$ cat config.mk
export PLATFORM = sky130hd
export DESIGN_NAME = maxnet_controller
export DESIGN_NICKNAME = d
export VERILOG_FILES = /design/src/rtl/maxnet_controller.sv
export SDC_FILE = /design/constraint.sdc
export NUM_CORES = 1
export LEC_CHECK = 0
export CAP_MARGIN = 20
export CORE_MARGIN = 4
export CORE_UTILIZATION = 46
export DETAILED_ROUTE_END_ITERATION = 8
export GPL_TIMING_DRIVEN = 0
export PLACE_DENSITY = 0.77
export SLEW_MARGIN = 20
export SYNTH_ARGS = -nofsm -noshare
export SYNTH_HDL_FRONTEND = slang
export SYNTH_SLANG_ARGS = --single-unit
$ cat constraint.sdc
create_clock -name clk -period 1.86 [get_ports clk]
set_input_delay 0.186 -clock clk [delete_from_list [all_inputs] [get_ports clk]]
set_output_delay 0.186 -clock clk [all_outputs]
set_load 0.03 [all_outputs]
$ cat src/rtl/maxnet_controller.sv
// ---------------------------------------------------------------------------
// maxnet_controller
//
// Sequencer for an N-neuron Maxnet (winner-take-all) datapath. A run:
//   1. LOAD      : stream N activations out of the input memory into the
//                  neuron registers (1-cycle memory read latency, so each
//                  ld_sel trails mem_addr by one cycle).
//   2. LOAD_WAIT : capture the last memory word.
//   3. CHECK     : inspect the per-neuron nonzero flags. A single survivor
//                  ends the run with a winner. No survivors means every
//                  neuron annihilated (a tie) and the run ends without one.
//                  Several survivors start another CALC/UPD iteration.
//
// Optional feature (macro MAXNET_ITER_LIMIT_EN):
//   defined   - a run with several survivors after MAX_ITER iterations
//               stops with timeout=1, valid_win=0, winner=0.
//   undefined - no cap; timeout is tied to 0 and iter_cnt wraps mod 32.
//
// Parameters:
//   N        number of neurons, 2..8
//   MAX_ITER iteration cap, 1..31 (only acted on with the macro defined)
//
// Ports:
//   clk        rising-edge clock
//   rst        asynchronous active-low reset (forces IDLE, outputs 0)
//   start      level request; a run launches on its rising edge
//   nz         per-neuron "activation nonzero" flags from the datapath
//   mem_rd     input memory read strobe
//   mem_addr   input memory word address
//   ld_en      load memory read data into neuron register ld_sel
//   ld_sel     neuron register being loaded
//   calc_en    datapath computes the lateral-inhibition update
//   upd_en     datapath writes the computed values back
//   busy       run in progress (LOAD..CHECK)
//   done       result held (DONE state)
//   winner     index of the surviving neuron
//   valid_win  exactly one neuron survived
//   iter_cnt   number of completed iterations
//   timeout    iteration cap reached
// ---------------------------------------------------------------------------
module maxnet_controller #(
  parameter int N        = 4,
  parameter int MAX_ITER = 16
) (
  input  logic                 clk,
  input  logic                 rst,
  input  logic                 start,
  input  logic [N-1:0]         nz,
  output logic                 mem_rd,
  output logic [$clog2(N)-1:0] mem_addr,
  output logic                 ld_en,
  output logic [$clog2(N)-1:0] ld_sel,
  output logic                 calc_en,
  output logic                 upd_en,
  output logic                 busy,
  output logic                 done,
  output logic [$clog2(N)-1:0] winner,
  output logic                 valid_win,
  output logic [4:0]           iter_cnt,
  output logic                 timeout
);

  localparam int AW = $clog2(N);

  if (N < 2 || N > 8) begin : g_bad_n
    $error("maxnet_controller: N must be in 2..8");
  end
  if (MAX_ITER < 1 || MAX_ITER > 31) begin : g_bad_max_iter
    $error("maxnet_controller: MAX_ITER must be in 1..31");
  end

  typedef enum logic [2:0] {
    S_IDLE,
    S_LOAD,
    S_LOAD_WAIT,
    S_CALC,
    S_UPD,
    S_CHECK,
    S_DONE
  } state_t;

  state_t          state, state_nxt;
  logic            start_d;
  logic            launch;
  logic [AW-1:0]   k, k_nxt;
  logic [4:0]      iter_nxt;
  logic [AW-1:0]   winner_nxt;
  logic            valid_nxt;
  logic [3:0]      nz_count;

  // Number of neurons still alive.
  function automatic logic [3:0] popcount(input logic [N-1:0] v);
    logic [3:0] cnt;
    cnt = '0;
    for (int i = 0; i < N; i++) begin
      cnt = cnt + 4'(v[i]);
    end
    return cnt;
  endfunction

  // Index of the lowest set flag; only used when exactly one flag is set.
  function automatic logic [AW-1:0] lowest_index(input logic [N-1:0] v);
    logic [AW-1:0] idx;
    idx = '0;
    for (int i = N - 1; i >= 0; i--) begin
      if (v[i]) begin
        idx = AW'(i);
      end
    end
    return idx;
  endfunction

  assign launch   = start & ~start_d;
  assign nz_count = popcount(nz);
  assign busy     = (state == S_LOAD) || (state == S_LOAD_WAIT) ||
                    (state == S_CALC) || (state == S_UPD) || (state == S_CHECK);
  assign done     = (state == S_DONE);

`ifdef MAXNET_ITER_LIMIT_EN
  logic timeout_r, timeout_nxt;
  assign timeout = timeout_r;
`else
  assign timeout = 1'b0;
`endif

  always_ff @(posedge clk or negedge rst) begin
    if (!rst) begin
      state     <= S_IDLE;
      start_d   <= 1'b0;
      k         <= '0;
      iter_cnt  <= '0;
      winner    <= '0;
      valid_win <= 1'b0;
`ifdef MAXNET_ITER_LIMIT_EN
      timeout_r <= 1'b0;
`endif
    end else begin
      state     <= state_nxt;
      start_d   <= start;
      k         <= k_nxt;
      iter_cnt  <= iter_nxt;
      winner    <= winner_nxt;
      valid_win <= valid_nxt;
`ifdef MAXNET_ITER_LIMIT_EN
      timeout_r <= timeout_nxt;
`endif
    end
  end

  always_comb begin
    state_nxt  = state;
    k_nxt      = k;
    iter_nxt   = iter_cnt;
    winner_nxt = winner;
    valid_nxt  = valid_win;
`ifdef MAXNET_ITER_LIMIT_EN
    timeout_nxt = timeout_r;
`endif
    mem_rd   = 1'b0;
    mem_addr = '0;
    ld_en    = 1'b0;
    ld_sel   = '0;
    calc_en  = 1'b0;
    upd_en   = 1'b0;

    unique case (state)
      S_IDLE, S_DONE: begin
        // A rising start edge anywhere else is deliberately dropped.
        if (launch) begin
          state_nxt  = S_LOAD;
          k_nxt      = '0;
          iter_nxt   = '0;
          winner_nxt = '0;
          valid_nxt  = 1'b0;
`ifdef MAXNET_ITER_LIMIT_EN
          timeout_nxt = 1'b0;
`endif
        end
      end

      S_LOAD: begin
        mem_rd   = 1'b1;
        mem_addr = k;
        // Read data for address k-1 arrives now.
        if (k != '0) begin
          ld_en  = 1'b1;
          ld_sel = k - AW'(1);
        end
        if (k == AW'(N - 1)) begin
          state_nxt = S_LOAD_WAIT;
          k_nxt     = '0;
        end else begin
          k_nxt = k + AW'(1);
        end
      end

      S_LOAD_WAIT: begin
        ld_en     = 1'b1;
        ld_sel    = AW'(N - 1);
        state_nxt = S_CHECK;
      end

      S_CALC: begin
        calc_en   = 1'b1;
        state_nxt = S_UPD;
      end

      S_UPD: begin
        upd_en    = 1'b1;
        iter_nxt  = iter_cnt + 5'd1;
        state_nxt = S_CHECK;
      end

      S_CHECK: begin
        if (nz_count == 4'd1) begin
          state_nxt  = S_DONE;
          valid_nxt  = 1'b1;
          winner_nxt = lowest_index(nz);
        end else if (nz_count == 4'd0) begin
          state_nxt  = S_DONE;
          valid_nxt  = 1'b0;
          winner_nxt = '0;
`ifdef MAXNET_ITER_LIMIT_EN
        end else if (iter_cnt == 5'(MAX_ITER)) begin
          state_nxt   = S_DONE;
          timeout_nxt = 1'b1;
          valid_nxt   = 1'b0;
          winner_nxt  = '0;
`endif
        end else begin
          state_nxt = S_CALC;
        end
      end

      default: state_nxt = S_IDLE;
    endcase
  end

endmodule

* After elaboration in Yosys (flattened, before gate mapping)
Cells that the tools add are included.
** Word-level totals
- Register bits :: 14
- Input bits :: 7
- Output and inout bits :: 19
- Logic and storage cells :: 70
** Cells by class
- $add $sub $neg :: 6
- Equal/unequal tests :: 11
- Muxes and demuxes :: 29
- Bitwise gates (word level) :: 2
- Reduce and logical (&&, ||, !) cells :: 16
** Operator list (count)
- 2-to-1 mux 2 bit :: 10
- one-hot mux 3 bit (5 select lines) :: 1
- 2-to-1 mux 3 bit :: 4
- one-hot mux 2 bit (2 select lines) :: 3
- one-hot mux 5 bit (2 select lines) :: 1
- == test 3 bit, second input constant :: 3
- nonzero test 2 bit :: 4
- 2-to-1 mux 1 bit :: 7
- == test 3 x 2 -> 1 bit, second input constant :: 2
- AND reduction 2 bit :: 3
- adder 5 x 1 -> 5 bit, second input constant :: 1
- 2-to-1 mux 5 bit :: 1
- adder 3 x 1 -> 4 bit :: 1
- == test 4 x 1 -> 1 bit, second input constant :: 1
- logical NOT 4 bit :: 1
- logical OR 1 bit :: 4
- one-hot mux 1 bit (2 select lines) :: 2
- OR reduction 2 bit :: 2
- adder 2 x 1 -> 3 bit :: 1
- == test 3 x 1 -> 1 bit, second input constant :: 1
- logical NOT 3 bit :: 1
- inequality test 3 x 1 -> 1 bit, second input constant :: 1
- AND reduction 3 bit :: 1
- adder 1 x 1 -> 2 bit :: 1
- other kinds (7) :: 7

* Depth between registers and ports, before layout
- Word-level depth :: 7
- Gate-level depth with buffers :: 8
- Gate-level depth less buffers :: 7

* Worst setup path after synthesis
Ideal clock, no wire load.
- Path type :: input to register
- From :: in nz[0]
- To :: reg valid_win
- Setup time :: 0.128 ns
- Data arrival time :: 1.983 ns
- Data required time :: 1.732 ns
- Path slack :: -0.251 ns
- Stages :: 8
- Path buffers :: 1
- Path through :: inv_1 fa_1 inv_1 ha_1 ha_1 or4_1 clkbuf_1 mux2i_1
** Between the ends
- Cells in the longest elaborated chain, start to end :: 6
- Elaborated cells on any way between the ends :: 9
- Those cells by class :: 3 x add/sub; 2 x eq/ne; 2 x mux; 2 x reduce/logical
** Ends and longest elaborated chain
- start, declared :: RTL line 48 : input logic [N-1:0] nz,
- adder 1 x 1 -> 2 bit (*) :: RTL line 96 : cnt = cnt + 4'(v[i]);
- adder 2 x 1 -> 3 bit (*) :: RTL line 96
- adder 3 x 1 -> 4 bit (*) :: RTL line 96
- == test 4 x 1 -> 1 bit / logical NOT 4 bit (equally long branches) :: RTL line 215, 219
- inequality test 3 x 1 -> 1 bit (no line) / 2-to-1 mux 1 bit (equally long branches)
- AND reduction 3 bit (no line) / one-hot mux 1 bit (2 select lines) (equally long branches)
- end signal, assigned :: RTL line 143 : valid_win <= valid_nxt;
- end, declared :: RTL line 58 : output logic valid_win,
Mark *: on every way between the ends. The rest lies on a longest branch, timed or not.
A chain may end at the register's enable or synchronous reset.

* Worst setup path after layout
- From :: in nz[3]
- To :: reg valid_win
** Between the ends
- Cells in the longest elaborated chain, start to end :: 4
- Elaborated cells on any way between the ends :: 7
- Those cells by class :: 1 x add/sub; 2 x eq/ne; 2 x mux; 2 x reduce/logical
** Ends and longest elaborated chain (RTL line)
- adder 3 x 1 -> 4 bit (*) :: 96
- == test 4 x 1 -> 1 bit / logical NOT 4 bit (equally long branches) :: 215, 219
- inequality test 3 x 1 -> 1 bit (no line) / 2-to-1 mux 1 bit (equally long branches)
- AND reduction 3 bit (no line) / one-hot mux 1 bit (2 select lines) (equally long branches)
Marks and branches as above.

==> metrics.cfg <==
[critical_path]
path_max_fanout=3
critPathLaunchType=primary input
rr_worst_depth=4
cp.required_ps=2020
end_kind=flip-flop
crit_path_start=nz[3]
endpoint=valid_win
crit_type=primary input to flip-flop
r2r-start=state[0]
worst-endpoint-arrival_ps=2000
regToRegSetupSlack_ps=270
r2r-end=iter_cnt[1]

[layout]
area_delta_synth_final_pct=34.7
drive_gt1_share_pct=24.4
layout.nets=147
antennaDiodeCount=0
final_cells=156

[place]
port-buffer-count=24
dp_slack_ps=-900
gp_congestion=0.833
dp.cells=152
dpl.hpwl_mm=1.45

[logic_synthesis]
synth_most_common_cell=dfrtp_1
synth_top_area_cell=dfrtp_1
avgSynthCellArea_um2=8.90
synth_nets=118
syn-cell-area_um2=917
ys_seq_elements=14
synth_async_sr_flop_share_pct=100
synth.distinct_cells=31
synth-seq-area-share_pct=38.2
synth_edf_count=0
synth_area_leaders=dfrtp_1 38%, ha_1 9.5%, o21ai_0 4.9%, mux2i_1 4.4%, inv_1 4.1%
synth_top_area_share_pct=38.2
synth_warnings=0
ys_top_cells_by_count=14 x dfrtp_1, 10 x inv_1, 9 x o21ai_0
syn_inst=103
dominantRegCellSynth=dfrtp_1

[power]
power_switching_mw=0.966
total_power_mw=2.02
power.density_nw_per_um2=1640
swShare_pct=47.8
pwr-share-seq_pct=26.6
peakVddDrop_mv=0.745
comb_power_share_pct=62.8
p_clk_share_pct=10.6
p_leak_nw=0.597
p_int_mw=1.05

[sta]
max_freq_mhz=543
tns_ps=0
setup_viol=0
hold_viol_final=0
fin_skew_ps=3.73
timing.final.ws_setup_ps=19.8
rsz0062_at_grt=true
min_period_ps=1840
fin_crit_sh_pct=98.9
tightest_slew_ps=599
relSlewSlack_pct=59.9
drv_slew=0

[global_route]
grt_antenna_before_repair=0
grt_pass1_vias=773
grt_max_degree=15
grt_pass1_wl_mm=3.26
grt_overflow=0
grt_usage_pct=15.9

[floorplan]
dieArea_um2=2770
std_cell_rows=15
die_height_um=52.7
die_w_um=52.7
io_pins=26
fp.coreArea_um2=1800
start_util_pct=50.9

[clocking]
clock-root-buffer=clkbuf_4
insertion_delay_ps=280
htree_levels=1
cts_inserted_buffers=3
cts.sinks=14
ctsLongestPathBuffers=2
cts_tree=done
hold_buffers=0
clk_pin_slew_ps=80

[route]
drcViolationCount=0
routed_wl_mm=1.91
dr.pass1.iters=4
drtAntennaViolNets=0
drt_iter0_markers=8
vias=787
vias_per_cell=5.04
wire_per_inst_um=12.2

[min_path]
min_path_type=primary input to flip-flop

[status]
outcome=completed

[flow_run]
maxCapViolCount=0

## metrics by stage
step	instance area [um2]	hold WS, ps	utilization [%]
final	1230	229	68.5
after global routing	1230	265	68.5
after CTS	1220	303	68.0
after detailed placement	1210	532	67.3
after global placement	1210	526	67.3
after floorplan	941	-110	-
## kinds of logic after synthesis
logic type	Yosys count	share of synthesized area [%]
AOI/OAI and AO/OA	25	16.8
xor gates and xnor gates	3	2.87
adders and majority gates	8	11.7
buffers and inverters	17	7.78
DFF	14	38.2
muxes	4	4.37
other	1	0.409
and+or+nand+nor	31	17.9
## flip-flops by register name, summed over array words and instances, names as in the netlist
name / flops
valid_win: 1
winner: 2
k: 2
state: 3
iter_cnt: 5
start_d: 1
## timing repair
| action | in CTS | in global routing |
|---|---|---|
| gates resized for setup | 43 | 21 |
| setup buffers | 0 | 1 |
| setup endpoints to repair | 15 | 11 |
| pin swaps | 2 | 3 |
## power groups by stage
| stage | sequential, mW | combinational, mW | clock, mW |
|---|---|---|---|
| 3_3_place_gp | 0.531 | 1.28 | 0 |
| 3_5_place_dp | 0.540 | 1.29 | 0 |
| 5_1_grt | 0.557 | 1.40 | 0.239 |
| 4_1_cts | 0.533 | 1.24 | 0.219 |
| 6_report | 0.538 | 1.27 | 0.214 |
| 2_1_floorplan | 0.652 | 0.724 | 0 |
## layout make-up
| type | count | area (um2) |
|---|---|---|
| buffer | 5 | 32.5 |
| clock buffer | 4 | 36.3 |
| fill | 162 | 567 |
| inverter | 11 | 48.8 |
| multi-input combinational | 72 | 519 |
| sequential | 14 | 350 |
| tap | 25 | 31.3 |
| timing repair buffer | 25 | 216 |
## layout by cell type, fill, tap and decap left out, drive strengths merged
| master | count |
|---|---|
| a21oi | 5 |
| a22o | 1 |
| a31o | 1 |
| and2 | 1 |
| buf | 9 |
| clkbuf | 11 |
| clkdlybuf4s15 | 2 |
| clkdlybuf4s50 | 11 |
| conb | 1 |
| dfrtp | 14 |
| dlygate4sd2 | 1 |
| fa | 1 |
| ha | 7 |
| inv | 11 |
| mux2i | 4 |
| nand2 | 8 |
| nand2b | 2 |
| nand3 | 2 |
| nor2 | 6 |
| nor2b | 6 |
| nor3 | 1 |
| o211ai | 1 |
| o21a | 2 |
| o21ai | 9 |
| o22ai | 3 |
| o2bb2ai | 1 |
| o31ai | 1 |
| o32ai | 1 |
| or3 | 1 |
| or3b | 3 |
| or4 | 1 |
| xor2 | 3 |
## worst min path at each step
stage,cells past startpoint,to,from
2_1_floorplan,0,iter_cnt[0],rst
3_3_place_gp,1,iter_cnt[0],iter_cnt[0]
3_5_place_dp,1,iter_cnt[0],iter_cnt[0]
4_1_cts,1,iter_cnt[3],rst
5_1_grt,4,winner[0],nz[0]
6_report,4,winner[1],nz[1]
## critical path, stage by stage
cell and delay, ps:
buf_8 90, inv_8 30, fa_1 520, inv_1 40
ha_2 190, ha_4 240, or4_4 570, mux2i_1 150
## per-layer routing
metal / global-route usage [%] / vias to the layer above / routed length [um]
met5: 0 / - / 0
met4: 10.6 / 0 / 59
met3: 3.13 / 6 / 80
met2: 26.2 / 22 / 905
met1: 18.5 / 354 / 862
li1: - / 405 / -
Note: power is estimated with default switching activity, not from simulation.
